## config.mk

```make
export PLATFORM = sky130hd
export DESIGN_NAME = pll_ctrl
export DESIGN_NICKNAME = d
export VERILOG_FILES = /design/src/rtl/pll_pkg.sv /design/src/rtl/pll_lock_det.sv /design/src/rtl/pll_ctrl.sv
export SDC_FILE = /design/constraint.sdc
export NUM_CORES = 1
export LEC_CHECK = 0
export ABC_CLOCK_PERIOD_IN_PS = 8600
export CORE_ASPECT_RATIO = 1.4
export CORE_UTILIZATION = 25
export DETAILED_ROUTE_END_ITERATION = 8
export GPL_TIMING_DRIVEN = 0
export SKIP_LAST_GASP = 1
export SLEW_MARGIN = 20
export SYNTH_ARGS = -nofsm -noshare
export SYNTH_HDL_FRONTEND = slang
export SYNTH_SLANG_ARGS = --single-unit
```

## constraint.sdc

```tcl
create_clock -name clk_ref -period 8.6 [get_ports clk_ref]
set_input_delay 1.72 -clock clk_ref [delete_from_list [all_inputs] [get_ports clk_ref]]
set_output_delay 1.72 -clock clk_ref [all_outputs]
set_load 0.02 [all_outputs]
```

## src/rtl/pll_pkg.sv

```systemverilog
// pll_pkg
//   Shared types and default widths for the PLL control sequencer.
//   Contents:
//     PLL_N_SIZE, PLL_COUNT_SIZE, PLL_K_SIZE : default widths of the divide
//                                              ratio, the DCO count and the gains
//     pll_ctrl_state_t                       : sequencer state encoding
package pll_pkg;

    localparam int PLL_N_SIZE     = 8;
    localparam int PLL_COUNT_SIZE = 8;
    localparam int PLL_K_SIZE     = 16;

    typedef enum logic [2:0] {
        IDLE,
        SETTLE,
        ACQUIRE,
        TRACK,
        FAULT
    } pll_ctrl_state_t;

endpackage

```

## src/rtl/pll_lock_det.sv

```systemverilog
// pll_lock_det
//   Consecutive-window counter. It counts back-to-back cycles with hit high.
//   A cycle with hit low, or with clear high, restarts the count from zero.
//   done is high on the cycle in which the WINDOW-th consecutive hit is
//   sampled, so the caller can act on the same clock edge.
//   Ports:
//     clk_ref : clock
//     rst     : synchronous active-high reset
//     hit     : this cycle counts towards the window
//     clear   : force the count to zero (takes priority over hit)
//     done    : WINDOW consecutive hits reached, including this cycle
module pll_lock_det #(
    parameter int WINDOW = 64
) (
    input  logic clk_ref,
    input  logic rst,
    input  logic hit,
    input  logic clear,
    output logic done
);

    localparam int CW = $clog2(WINDOW + 1);
    localparam logic [CW-1:0] LAST = CW'(WINDOW - 1);
    localparam logic [CW-1:0] FULL = CW'(WINDOW);

    logic [CW-1:0] count_reg;
    logic [CW-1:0] count_next;

    always_comb begin
        count_next = '0;
        if (!clear && hit) begin
            // Saturate so a long in-tolerance run cannot wrap back to zero.
            count_next = (count_reg >= LAST) ? FULL : count_reg + 1'b1;
        end
    end

    always_ff @(posedge clk_ref) begin
        if (rst) begin
            count_reg <= '0;
        end else begin
            count_reg <= count_next;
        end
    end

    assign done = !clear && hit && (count_reg >= LAST);

endmodule

```

## src/rtl/pll_ctrl.sv

```systemverilog
// pll_ctrl
//   Configuration and lock-management sequencer for the PLL control inputs.
//   IDLE -> SETTLE (dco_count ignored) -> ACQUIRE (acquisition gains) ->
//   TRACK (tracking gains, locked) and back to ACQUIRE on loss of lock.
//   Compile-time option: define PLL_CTRL_TIMEOUT_EN to add an acquisition
//   watchdog that moves to FAULT after TIMEOUT_CYCLES in ACQUIRE without
//   lock. Without it, fault stays 0 and FAULT is never entered.
//   Ports:
//     clk_ref, rst               : clock, synchronous active-high reset
//     cfg_valid, cfg_ready, n_req: target ratio handshake (accepted in IDLE)
//     stop                       : return to IDLE, highest priority
//     kp/ki_acq, kp/ki_trk       : acquisition and tracking gains
//     dco_count                  : DCO cycles in the last reference period
//     n, kp, ki, enable          : registered controls to the PLL
//     locked, lost_lock, fault   : registered status
module pll_ctrl
    import pll_pkg::*;
#(
    parameter int N_SIZE         = PLL_N_SIZE,
    parameter int COUNT_SIZE     = PLL_COUNT_SIZE,
    parameter int K_SIZE         = PLL_K_SIZE,
    parameter int LOCK_TOL       = 1,
    parameter int LOCK_CYCLES    = 64,
    parameter int UNLOCK_TOL     = 4,
    parameter int UNLOCK_CYCLES  = 4,
    parameter int SETTLE_CYCLES  = 8
`ifdef PLL_CTRL_TIMEOUT_EN
    ,
    parameter int TIMEOUT_CYCLES = 4096
`endif
) (
    input  logic                  clk_ref,
    input  logic                  rst,
    input  logic                  cfg_valid,
    output logic                  cfg_ready,
    input  logic [N_SIZE-1:0]     n_req,
    input  logic                  stop,
    input  logic [K_SIZE-1:0]     kp_acq,
    input  logic [K_SIZE-1:0]     ki_acq,
    input  logic [K_SIZE-1:0]     kp_trk,
    input  logic [K_SIZE-1:0]     ki_trk,
    input  logic [COUNT_SIZE-1:0] dco_count,
    output logic [N_SIZE-1:0]     n,
    output logic [K_SIZE-1:0]     kp,
    output logic [K_SIZE-1:0]     ki,
    output logic                  enable,
    output logic                  locked,
    output logic                  lost_lock,
    output logic                  fault
);

    // One extra bit so |dco_count - n| never wraps.
    localparam int DW = COUNT_SIZE + 1;
    localparam int SW = $clog2(SETTLE_CYCLES + 1);
    localparam logic [SW-1:0] SETTLE_LAST = SW'(SETTLE_CYCLES - 1);

    pll_ctrl_state_t   state_reg;
    logic [SW-1:0]     settle_reg;
    logic [N_SIZE-1:0] n_reg;
    logic [K_SIZE-1:0] kp_reg;
    logic [K_SIZE-1:0] ki_reg;
    logic              enable_reg;
    logic              locked_reg;
    logic              lost_lock_reg;
    logic              fault_reg;
    logic              cfg_ready_reg;

    logic [DW-1:0] dco_ext;
    logic [DW-1:0] n_ext;
    logic [DW-1:0] diff;
    logic          in_tol;
    logic          out_tol;
    logic          timeout_hit;

    assign dco_ext = {1'b0, dco_count};
    assign n_ext   = DW'(n_reg);
    assign diff    = (dco_ext >= n_ext) ? (dco_ext - n_ext) : (n_ext - dco_ext);
    assign in_tol  = (diff <= DW'(LOCK_TOL));
    assign out_tol = (diff >  DW'(UNLOCK_TOL));

    // Window detectors: index 0 declares lock in ACQUIRE, index 1 declares
    // loss of lock in TRACK. Each is held cleared outside its own state, so
    // it always starts from zero on state entry.
    logic [1:0] det_hit;
    logic [1:0] det_clear;
    logic [1:0] det_done;

    assign det_hit[0]   = (state_reg == ACQUIRE) && in_tol;
    assign det_clear[0] = (state_reg != ACQUIRE) || stop;
    assign det_hit[1]   = (state_reg == TRACK) && out_tol;
    assign det_clear[1] = (state_reg != TRACK) || stop;

    genvar gi;
    generate
        for (gi = 0; gi < 2; gi++) begin : g_det
            pll_lock_det #(
                .WINDOW((gi == 0) ? LOCK_CYCLES : UNLOCK_CYCLES)
            ) u_det (
                .clk_ref (clk_ref),
                .rst     (rst),
                .hit     (det_hit[gi]),
                .clear   (det_clear[gi]),
                .done    (det_done[gi])
            );
        end
    endgenerate

`ifdef PLL_CTRL_TIMEOUT_EN
    localparam int WW = $clog2(TIMEOUT_CYCLES + 1);
    localparam logic [WW-1:0] WD_LAST = WW'(TIMEOUT_CYCLES - 1);

    logic [WW-1:0] wd_reg;

    // Counts every ACQUIRE cycle regardless of tolerance; zero outside
    // ACQUIRE so each entry starts a fresh budget.
    always_ff @(posedge clk_ref) begin
        if (rst || stop || (state_reg != ACQUIRE)) begin
            wd_reg <= '0;
        end else begin
            wd_reg <= wd_reg + 1'b1;
        end
    end

    assign timeout_hit = (state_reg == ACQUIRE) && (wd_reg == WD_LAST);
`else
    assign timeout_hit = 1'b0;
`endif

    always_ff @(posedge clk_ref) begin
        if (rst) begin
            state_reg     <= IDLE;
            settle_reg    <= '0;
            n_reg         <= '0;
            kp_reg        <= '0;
            ki_reg        <= '0;
            enable_reg    <= 1'b0;
            locked_reg    <= 1'b0;
            lost_lock_reg <= 1'b0;
            fault_reg     <= 1'b0;
            cfg_ready_reg <= 1'b1;
        end else begin
            lost_lock_reg <= 1'b0;
            if (stop) begin
                // n/kp/ki deliberately hold their last values.
                state_reg     <= IDLE;
                settle_reg    <= '0;
                enable_reg    <= 1'b0;
                locked_reg    <= 1'b0;
                fault_reg     <= 1'b0;
                cfg_ready_reg <= 1'b1;
            end else begin
                case (state_reg)
                    IDLE: begin
                        if (cfg_valid && cfg_ready_reg && (n_req != '0)) begin
                            state_reg     <= SETTLE;
                            settle_reg    <= '0;
                            n_reg         <= n_req;
                            kp_reg        <= kp_acq;
                            ki_reg        <= ki_acq;
                            enable_reg    <= 1'b1;
                            cfg_ready_reg <= 1'b0;
                        end
                    end
                    SETTLE: begin
                        kp_reg <= kp_acq;
                        ki_reg <= ki_acq;
                        if (settle_reg == SETTLE_LAST) begin
                            state_reg <= ACQUIRE;
                        end else begin
                            settle_reg <= settle_reg + 1'b1;
                        end
                    end
                    ACQUIRE: begin
                        // Lock wins over a watchdog expiry on the same edge.
                        if (det_done[0]) begin
                            state_reg  <= TRACK;
                            locked_reg <= 1'b1;
                            kp_reg     <= kp_trk;
                            ki_reg     <= ki_trk;
                        end else if (timeout_hit) begin
                            state_reg  <= FAULT;
                            enable_reg <= 1'b0;
                            fault_reg  <= 1'b1;
                        end else begin
                            kp_reg <= kp_acq;
                            ki_reg <= ki_acq;
                        end
                    end
                    TRACK: begin
                        if (det_done[1]) begin
                            state_reg     <= ACQUIRE;
                            locked_reg    <= 1'b0;
                            lost_lock_reg <= 1'b1;
                            kp_reg        <= kp_acq;
                            ki_reg        <= ki_acq;
                        end else begin
                            kp_reg <= kp_trk;
                            ki_reg <= ki_trk;
                        end
                    end
                    FAULT: begin
                        // Held until stop or rst.
                    end
                    default: begin
                        state_reg <= IDLE;
                    end
                endcase
            end
        end
    end

    assign cfg_ready = cfg_ready_reg;
    assign n         = n_reg;
    assign kp        = kp_reg;
    assign ki        = ki_reg;
    assign enable    = enable_reg;
    assign locked    = locked_reg;
    assign lost_lock = lost_lock_reg;
    assign fault     = fault_reg;

endmodule

```

==> metrics.md <==
| Metric | Value |
|---|---|
| Initial antenna violation count | `0` |
| Fillers | `1955` |
| Outcome | `completed` |
| Library cells used by synthesis | `53` |
| CP Data Required Time | `8.79 ns` |
| Hold Path Class | `register to register` |
| Clk_skew | `0.00566 ns` |
| R2r endpoint | `kp[4]$_SDFFE_PP0P_` |
| First-pass GRT wire length | `27.1 mm` |
| HPWL after detailed placement | `12.6 mm` |
| Synth warnings | `0` |
| Final instance area | `6540 um^2` |
| CTS Sinks | `60` |
| Synthesized Nets | `763` |
| Die Span Y | `164 um` |
| Routed vias | `5587` |
| Total track usage | `17.4%` |
| Top cells by area, synth | `dfxtp_1 26%, a31oi_1 8.8%, nor3_1 7.3%` |
| CTS root buf | `clkbuf_16` |
| RSZ-0062 raised after global routing | `no` |
| Cells after synthesis | `652` |
| Critical path class | `input pin to register` |
| Placer congestion estimate | `0.856` |
| Detailed Route WL | `17.1 mm` |
| Mean post-synth cell area | `7.19 um^2` |
| Worst slew margin | `37.6%` |
| Post-Place Cell Area | `6240 um^2` |
| Top-Level Pins | `129` |
| Crit end category | `register` |
| Leakage | `0.00208 uW` |
| CP Launch Type | `input pin` |
| Setup_tns | `0 ns` |
| Layout cells sized above 1 | `3.66%` |
| Reg2Reg Depth | `15` |
| Starting Density | `25.8%` |
| CP max FO | `10` |
| CTS tree | `yes` |
| Dominant cell type by area after synthesis | `dfxtp_1` |
| Hold depth | `1` |
| Post-route ant nets | `0` |
| Top_reg_cell synth | `dfxtp_1` |
| Total CTS buffers | `9` |
| Final worst-path cycle share | `65.0%` |
| H-tree Lvls | `3` |
| Post-Syn Area | `4690 um^2` |
| 1st-pass router iterations | `5` |
| I/O Buffers | `125` |
| Hold Slack | `0.453 ns` |
| Final net count | `899` |
| Via density | `5.41` |
| Final worst slack | `3.01 ns` |
| Maximum VDD drop | `0.0000747 V` |
| Worst R2R Start | `n[0]$_SDFFE_PP0P_` |
| Hold EP | `g_det[1].u_det.count_reg[0]$_SDFF_PP0_` |
| Residual DRC | `0` |
| Area Overhead vs Synth | `39.5%` |
| Die ar. | `19300 um^2` |
| Post_cts resized | `0` |
| Crit path DAT | `5.79 ns` |
| Pins Over Slew Limit | `0` |
| Post-Route Utilization | `36.0%` |
| Post-synthesis sequential area ratio | `25.6%` |
| Yosys reg bits | `60` |
| Commonest cells post-synth | `82 x nand2_1, 68 x nor3_1, 66 x a31oi_1, 60 x dfxtp_1, 58 x nor2_1` |
| CTS Buffer Depth | `2` |
| Max_cap viols | `0` |
| Clk_lat worst skew | `0.33 ns` |
| Core area | `18100 um^2` |
| EDFF count, synth | `0` |
| Most common cell in the netlist | `nand2_1` |
| Tmin final | `5.59 ns` |
| Ant diodes | `0` |
| Post-DR wirelength/cell | `16.6 um` |
| Vias in the first global route | `5311` |
| Die W | `118 um` |
| Hold Buf Count CTS | `0` |
| Largest net degree at the start of global routing | `13` |
| DRT iter0 DRCs | `380` |
| Hold Vio Cnt, Final | `0` |
| Slew at the pin closest to its max-slew limit | `0.935 ns` |
| Placement Setup Slack | `2.70 ns` |
| Rows | `58` |
| Async SR Flop Fraction | `0%` |
| Final setup vio count | `0` |
| Total setup buffers inserted after CTS | `0` |
| Cell Pwr Density | `143 nW/um^2` |
| GR Overflow Total | `0` |
| Worst hold start | `g_det[1].u_det.count_reg[2]$_SDFF_PP0_` |
| R2R Setup Slk | `4.37 ns` |
| Top cell type's share of synthesized area | `25.6%` |
| Worst-path clk slew | `0.06 ns` |
| FMAX | `0.179 GHz` |
[cell families (layout without fill, tap and decap cells)]
group                    Yosys count  after routing  synth area share (%)
flip-flops                        60             60                  25.6
AND/OR/NAND/NOR                  259            259                  25.6
other                              1              1                0.0800
adder cells (fa/ha/maj)           27             27                  7.53
multiplexers                      13             13                  2.78
buffers and inverters             93            234                  7.88
AO/OA/AOI/OAI                    193            193                  29.4
XOR/XNOR                           6              6                  1.12
[critical path, stage by stage]
cell and delay (ns):
clkdlybuf4s50_1 0.42, ha_1 0.24, fa_1 0.41, nand3b_1 0.24, a221oi_1 0.32, a41oi_1 0.08
a2111oi_0 0.45, nor2_1 0.09, or3_1 0.40, clkbuf_1 0.22, or2_1 0.26, clkbuf_1 0.23
clkbuf_1 0.31, a31oi_1 0.26, a311oi_1 0.12
[worst max path at each step]
stage	slack (ns)	start	endpoint
floorplan	3.86	dco_count[0]	state_reg[0]$_SDFFE_PP0P_
global placement	2.75	dco_count[4]	kp[9]$_SDFFE_PP0P_
detailed placement	2.70	dco_count[0]	kp[4]$_SDFFE_PP0P_
CTS	3.02	dco_count[0]	kp[4]$_SDFFE_PP0P_
global route	2.66	dco_count[0]	ki[5]$_SDFFE_PP0P_
finish	3.01	dco_count[0]	kp[4]$_SDFFE_PP0P_
[report_power, final]
part	internal [uW]	switching, uW
clock	226	144
sequential	296	12.1
combinational	113	142
[layer usage]
layer  GRT usage (%)  vias up  share of wire [%]
met5               0        -                  0
met4            7.52        0                2.5
met3            2.29       29                5.1
met2            31.0      206                 51
met1            20.7     2637                 42
li1                -     2715                  -
[stage by stage]
stage	instances	total power, uW
finish	1033	932
global route	1033	972
CTS	1033	939
detailed placement	1017	567
global placement	1017	567
floorplan	652	446
[layout by cell type (no fill, tap or decap), types with 3 or more instances in the layout]
| master | Yosys | routed |
|---|---|---|
| xor2_1 | 4 | 4 |
| nand3_1 | 7 | 7 |
| or3_1 | 4 | 4 |
| o211ai_1 | 3 | 3 |
| and3_1 | 4 | 4 |
| a31oi_1 | 66 | 66 |
| inv_1 | 28 | 28 |
| a311oi_1 | 32 | 32 |
| dfxtp_1 | 60 | 60 |
| buf_2 | 7 | 7 |
| nand4_1 | 3 | 3 |
| clkbuf_16 | 0 | 9 |
| nor3_1 | 68 | 68 |
| nor4b_1 | 3 | 3 |
| mux2i_1 | 13 | 13 |
| ha_1 | 25 | 25 |
| nor2b_1 | 9 | 9 |
| clkdlybuf4s50_1 | 0 | 125 |
| nor2_1 | 58 | 58 |
| a211oi_1 | 6 | 6 |
| a221oi_1 | 33 | 33 |
| nand2_1 | 82 | 82 |
| nor4_1 | 4 | 4 |
| nand2b_1 | 4 | 4 |
| a21o_1 | 4 | 4 |
| clkbuf_1 | 56 | 56 |
| o21ai_0 | 12 | 12 |
| a21oi_1 | 20 | 20 |
| o21a_1 | 3 | 3 |
[final cells by class]
class                           count  area, um^2  share of cell area (%)
Multi-Input combinational cell    499        3120                    47.6
Timing Repair Buffer              125        1250                    19.1
Sequential cell                    60        1200                    18.4
Tap cell                          240         300                    4.59
Buffer                             65         264                    4.04
Clock buffer                        9         225                    3.44
Inverter                           28         105                    1.61
Clock inverter                      7        76.3                    1.17
No activity file was read; power rests on OpenSTA's default activity.
==> edit 1, RTL diff (config.mk and constraints unchanged) <==
Set the package constant `PLL_COUNT_SIZE` to 16 (it was 8).
--- a/src/rtl/pll_pkg.sv
+++ b/src/rtl/pll_pkg.sv
@@ -8,5 +8,5 @@
 
     localparam int PLL_N_SIZE     = 8;
-    localparam int PLL_COUNT_SIZE = 8;
+    localparam int PLL_COUNT_SIZE = 16;
     localparam int PLL_K_SIZE     = 16;
 
Interface: changed (resized dco_count); port bits go from 129 to 137. The function was not compared with the original's and may differ.
==> edit 1 against the original RTL <==
Via count down 17%. Highest routed layer unchanged. Clock power shrank 4%. Wire length shrank 14%. Sequential cell count stayed put. Synthesized area is 7.7% lower. Die area down 7.6%. Worst setup slack got worse by 0.52 ns. Power down 2.7%. Design area fell by 5.2%. Critical endpoint is now state_reg[1]$_SDFFE_PP0P_.
==> edit 1: results (changes against the original RTL) <==
========================================================================================
Outcome                                                                        completed   unchanged
NumNets Final                                                                        813   was 899
GRT Resource Usage Total                                                          16.37%   was 17.35%
Post-synthesis area per instance                                               7.864 µm²   was 7.187 µm²
Ratio of cells with drive above 1 in the final layout                             10.30%   was 3.657%
Number of search-and-repair iterations in the first detailed-routing pass              7   was 5
Fraction of standard cell area that is sequential                                 19.39%   was 18.37%
Worst setup path endpoint                                                   state_reg[1]$_SDFFE_PP0P_   was kp[4]$_SDFFE_PP0P_
Clock buf count                                                                       11   was 9
Pre-CTS setup slack                                                             2.119 ns   was 2.699 ns
Largest net degree at the start of global routing                                     11   was 13
Cell count after placement                                                           886   was 1017
Worst path top cell family by delay                                         simple AND/OR/NAND/NOR gates   was compound AO/OA/AOI/OAI gates
Filler cell count in the final layout                                               1787   was 1955
Dpl hpwl                                                                        11.35 mm   was 12.55 mm
FF-to-FF path depth                                                                   13   was 15
Part of the Yosys area used for sequential elements                               27.77%   was 25.63%
Multi-input gate share of the layout cell area                                    45.76%   was 47.65%
Worst hold margin                                                              0.4622 ns   was 0.4530 ns
Crit path largest cell delay                                                     0.60 ns   was 0.45 ns
Number of signal-net buffers in the layout                                           178   was 190
Global-route wire length before repair                                          22.84 mm   was 27.07 mm
Routed via count                                                                    4632   was 5587
GR Layer Usage met1                                                               18.26%   was 20.72%
Most instantiated cells after synthesis                                     sky130_fd_sc_hd__nor2_1, sky130_fd_sc_hd__dfxtp_1, sky130_fd_sc_hd__o21ai_0   was sky130_fd_sc_hd__nand2_1, sky130_fd_sc_hd__nor3_1, sky130_fd_sc_hd__a31oi_1
Global routing usage on met2                                                      28.95%   was 30.99%
Cell with the largest stage delay on the worst path                         sky130_fd_sc_hd__nor4_4   was sky130_fd_sc_hd__a2111oi_0
Internal Pwr Total                                                           0.0006392 W   was 0.0006341 W
Post-detailed-route wirelength per cell                                         16.31 µm   was 16.58 µm
Layout Area Growth over Synthesis                                                 43.25%   was 39.55%
Finished Layout Cells                                                                902   was 1033
Worst reg2reg path startpoint                                               n[7]$_SDFFE_PP0P_   was n[0]$_SDFFE_PP0P_
Clock network fraction of total power                                              39.3%   was 39.7%
Count of distinct cell types in the synthesized netlist                               64   was 53
Final Worst Setup Slack                                                         2.490 ns   was 3.007 ns
Number of buffers inserted by port buffering                                         133   was 125
Non-Clock Buffer Area Fraction                                                    24.58%   was 23.17%
Clock buffers and inverters, area share                                           4.604%   was 4.612%
========================================================================================
edit 1: cell types whose count changed after synthesis, sizes merged, moves of 25 or more:
| cell | change |
|---|---|
| a31oi | -32 |
| clkbuf | -25 |
| a211oi | +38 |
| nand2 | -65 |
| a31o | +32 |
| o21ai | +38 |
| a221oi | -32 |
| nor3 | -59 |
| a311oi | -32 |
edit 1: kinds of logic (layout without fill, tap and decap cells):
logic type	after synthesis	after routing	synth area share (%)
compound gates	215	215	34.80
xor+xnor	6	6	1.215
fa+ha+maj	27	27	8.157
buf+inv	71	220	6.682
flops	60	60	27.77
mux	12	12	2.835
other cells	1	1	0.08670
simple gates	158	158	18.45
edit 1: metal layers:
metal / wire [µm] / up-vias
met5: 0 / -
met4: 409 / 0
li1: - / 2344
met2: 7042 / 136
met3: 962 / 25
met1: 6301 / 2127
==> edit 2, RTL diff (same flow settings) <==
Without the edit above. Put one more register stage on the output `fault`, cleared by the reset. The value now appears one clock later. The other outputs are not delayed to match. Comments in the files are not updated.
--- a/src/rtl/pll_ctrl.sv
+++ b/src/rtl/pll_ctrl.sv
@@ -217,5 +217,11 @@
     assign locked    = locked_reg;
     assign lost_lock = lost_lock_reg;
-    assign fault     = fault_reg;
+    always_ff @(posedge clk_ref) begin
+        if (rst) begin
+            fault <= '0;
+        end else begin
+            fault <= fault_reg;
+        end
+    end
 
 endmodule
Behaviour: same outputs for any inputs over 10 cycles, from zero or initial values and one cycle with rst high; that may be too few to reach the edited logic, so the function may still have changed.
==> edit 2 against the original RTL <==
The run now ends with design-rule violations left. Power increased by 0.85%. Worst setup slack improved by 0.41 ns. Wire length fell by 23%. Synthesized area down 11%. Sequential share of layout area grew 1.7 points. Sequential cell count unchanged. Critical endpoint is now ki[10]$_SDFFE_PP0P_. Non-clock buffer count is 29 lower. Critical path type unchanged. Design area shrank 8.5%. Global-route usage fell by 1.8 points.
==> edit 2: results (changes against the original RTL) <==
========================================================================================
Outcome                                                                     finished, violations left   was completed
Failing checks                                                              design-rule violations
Clock insertion delay at the later pin of the skew report                        0.33 ns   about the same
Yosys warning count                                                                    0   unchanged
Primary FF master, synth                                                    sky130_fd_sc_hd__dfxtp_1   unchanged
Adder and majority cell fraction of the synthesized area                          8.489%   was 7.530%
Number of buffers inserted by port buffering                                         125   unchanged
Post-detailed-route wirelength per cell                                         15.36 µm   was 16.58 µm
Number of CTS-inserted buffers                                                         9   unchanged
Number of search-and-repair iterations in the first detailed-routing pass              6   was 5
Clock H-tree levels                                                                    3   unchanged
Largest net degree at the start of global routing                                     11   was 13
Net count after synthesis                                                            627   was 763
DR vias/cell                                                                       4.974   was 5.409
Pre-CTS setup slack                                                             3.056 ns   was 2.699 ns
Most instantiated cells after synthesis                                     sky130_fd_sc_hd__nor2_1, sky130_fd_sc_hd__dfxtp_1, sky130_fd_sc_hd__nand2_1   was sky130_fd_sc_hd__nand2_1, sky130_fd_sc_hd__nor3_1, sky130_fd_sc_hd__a31oi_1
Filler cell count in the final layout                                               1701   was 1955
Standby leakage power                                                           2.217 nW   was 2.085 nW
Part of the Yosys area used for sequential elements                               28.90%   was 25.63%
Remaining design rule violation count                                                  2   was 0
Headroom to the max-slew limit                                                    43.71%   was 37.55%
Parity-gate share of the synthesized area counting xor and xnor cells             2.107%   was 1.121%
Violation count after the first detailed-routing iteration                           226   was 380
Area contributors post-synth                                                sky130_fd_sc_hd__dfxtp_1, sky130_fd_sc_hd__mux2_1, sky130_fd_sc_hd__ha_1   was sky130_fd_sc_hd__dfxtp_1, sky130_fd_sc_hd__a31oi_1, sky130_fd_sc_hd__nor3_1
Post-route clock skew                                                         0.01032 ns   was 0.005658 ns
Crit path largest cell delay                                                     0.67 ns   was 0.45 ns
Count of distinct cell types in the synthesized netlist                               53   unchanged
NumNets Final                                                                        763   was 899
GRT Resource Usage Total                                                          15.56%   was 17.35%
Ratio of cells with drive above 1 in the final layout                             5.945%   was 3.657%
Fraction of the mapped netlist area in compound gates                             24.26%   was 29.43%
Placed Instance Area                                                            5657 µm²   was 6237 µm²
IR drop worst, VDD                                                          0.00006962 V   was 0.00007466 V
Dpl hpwl                                                                        9.894 mm   was 12.55 mm
Final weighted congestion of routability-driven global placement                  0.8135   was 0.8561
Antenna Diode Count                                                                    0   unchanged
Cell with the largest stage delay on the worst path                         sky130_fd_sc_hd__a2111oi_4   was sky130_fd_sc_hd__a2111oi_0
Multiplexer area fraction after synthesis                                         12.61%   was 2.777%
Global-route wire length before repair                                          21.06 mm   was 27.07 mm
Vias in the first global route                                                      4224   was 5311
Arrival time of data at the critical path endpoint                               5.37 ns   was 5.79 ns
========================================================================================
## edit 2: path summary, 6_finish.rpt
kind	from	end	slack (ns)	depth (start not counted)
worst min-delay path	g_det[1].u_det.count_reg[0]$_SDFF_PP0_	g_det[1].u_det.count_reg[0]$_SDFF_PP0_	0.47	1
worst max register to register	n[0]$_SDFFE_PP0P_	kp[0]$_SDFFE_PP0P_	5.02	12
worst min register to register	g_det[1].u_det.count_reg[0]$_SDFF_PP0_	g_det[1].u_det.count_reg[0]$_SDFF_PP0_	0.47	1
worst max-delay path	dco_count[1]	ki[10]$_SDFFE_PP0P_	3.41	13
## edit 2: worst register-to-register path, stage by stage, from the launching register on
cell	delay, ns
sky130_fd_sc_hd__dfxtp_1	0.35
sky130_fd_sc_hd__ha_1	0.23
sky130_fd_sc_hd__fa_1	0.41
sky130_fd_sc_hd__nand2b_1	0.18
sky130_fd_sc_hd__o2bb2ai_2	0.14
sky130_fd_sc_hd__mux2_1	0.33
sky130_fd_sc_hd__a22oi_1	0.20
sky130_fd_sc_hd__a211o_1	0.23
sky130_fd_sc_hd__a21oi_1	0.14
sky130_fd_sc_hd__a21oi_1	0.45
sky130_fd_sc_hd__clkbuf_1	0.41
sky130_fd_sc_hd__o21ai_0	0.15
sky130_fd_sc_hd__a311oi_1	0.29
## edit 2: layout make-up
cell class	count	area, µm²	share of cell area [%]
tap	199	249.0	4.162
sequential	60	1201	20.08
clock buffer	11	252.7	4.225
multi-input combinational	397	2693	45.01
buffer	36	176.4	2.949
inverter	23	86.33	1.443
timing repair buffer	125	1251	20.92
clock inverter	4	72.57	1.213
## edit 2: kinds of logic (layout without fill, tap and decap cells)
logic type / Yosys count / after routing
DFF: 60 / 60
and+or+nand+nor: 160 / 160
buffers and inverters: 59 / 199
AOI/OAI and AO/OA: 151 / 151
other: 1 / 1
muxes: 48 / 48
xor gates and xnor gates: 10 / 10
adders and majority gates: 27 / 27
## edit 2: layer usage
metal	part of all wire (%)	up-vias	GRT usage, %
li1	-	2117	-
met1	39	1992	16.75
met2	53	116	28.60
met3	4.5	28	2.939
met4	3.6	0	8.415
met5	0	-	0
## edit 2: report_power, final
part           internal [W]  switching [W]  leakage [nW]
combinational      0.000115       0.000118          1.57
clock              0.000267       0.000131         0.158
sequential         0.000296      0.0000120         0.491
total              0.000678       0.000262          2.22
## edit 2: per-stage QoR
step,power (W),cells,hold slack (ns)
after floorplan,0.0004423,516,0.4305
after global placement,0.0005463,840,0.4525
after detailed placement,0.0005464,840,0.4627
after CTS,0.0009518,855,0.4703
after global routing,0.0009871,855,0.4914
final,0.0009399,855,0.4653
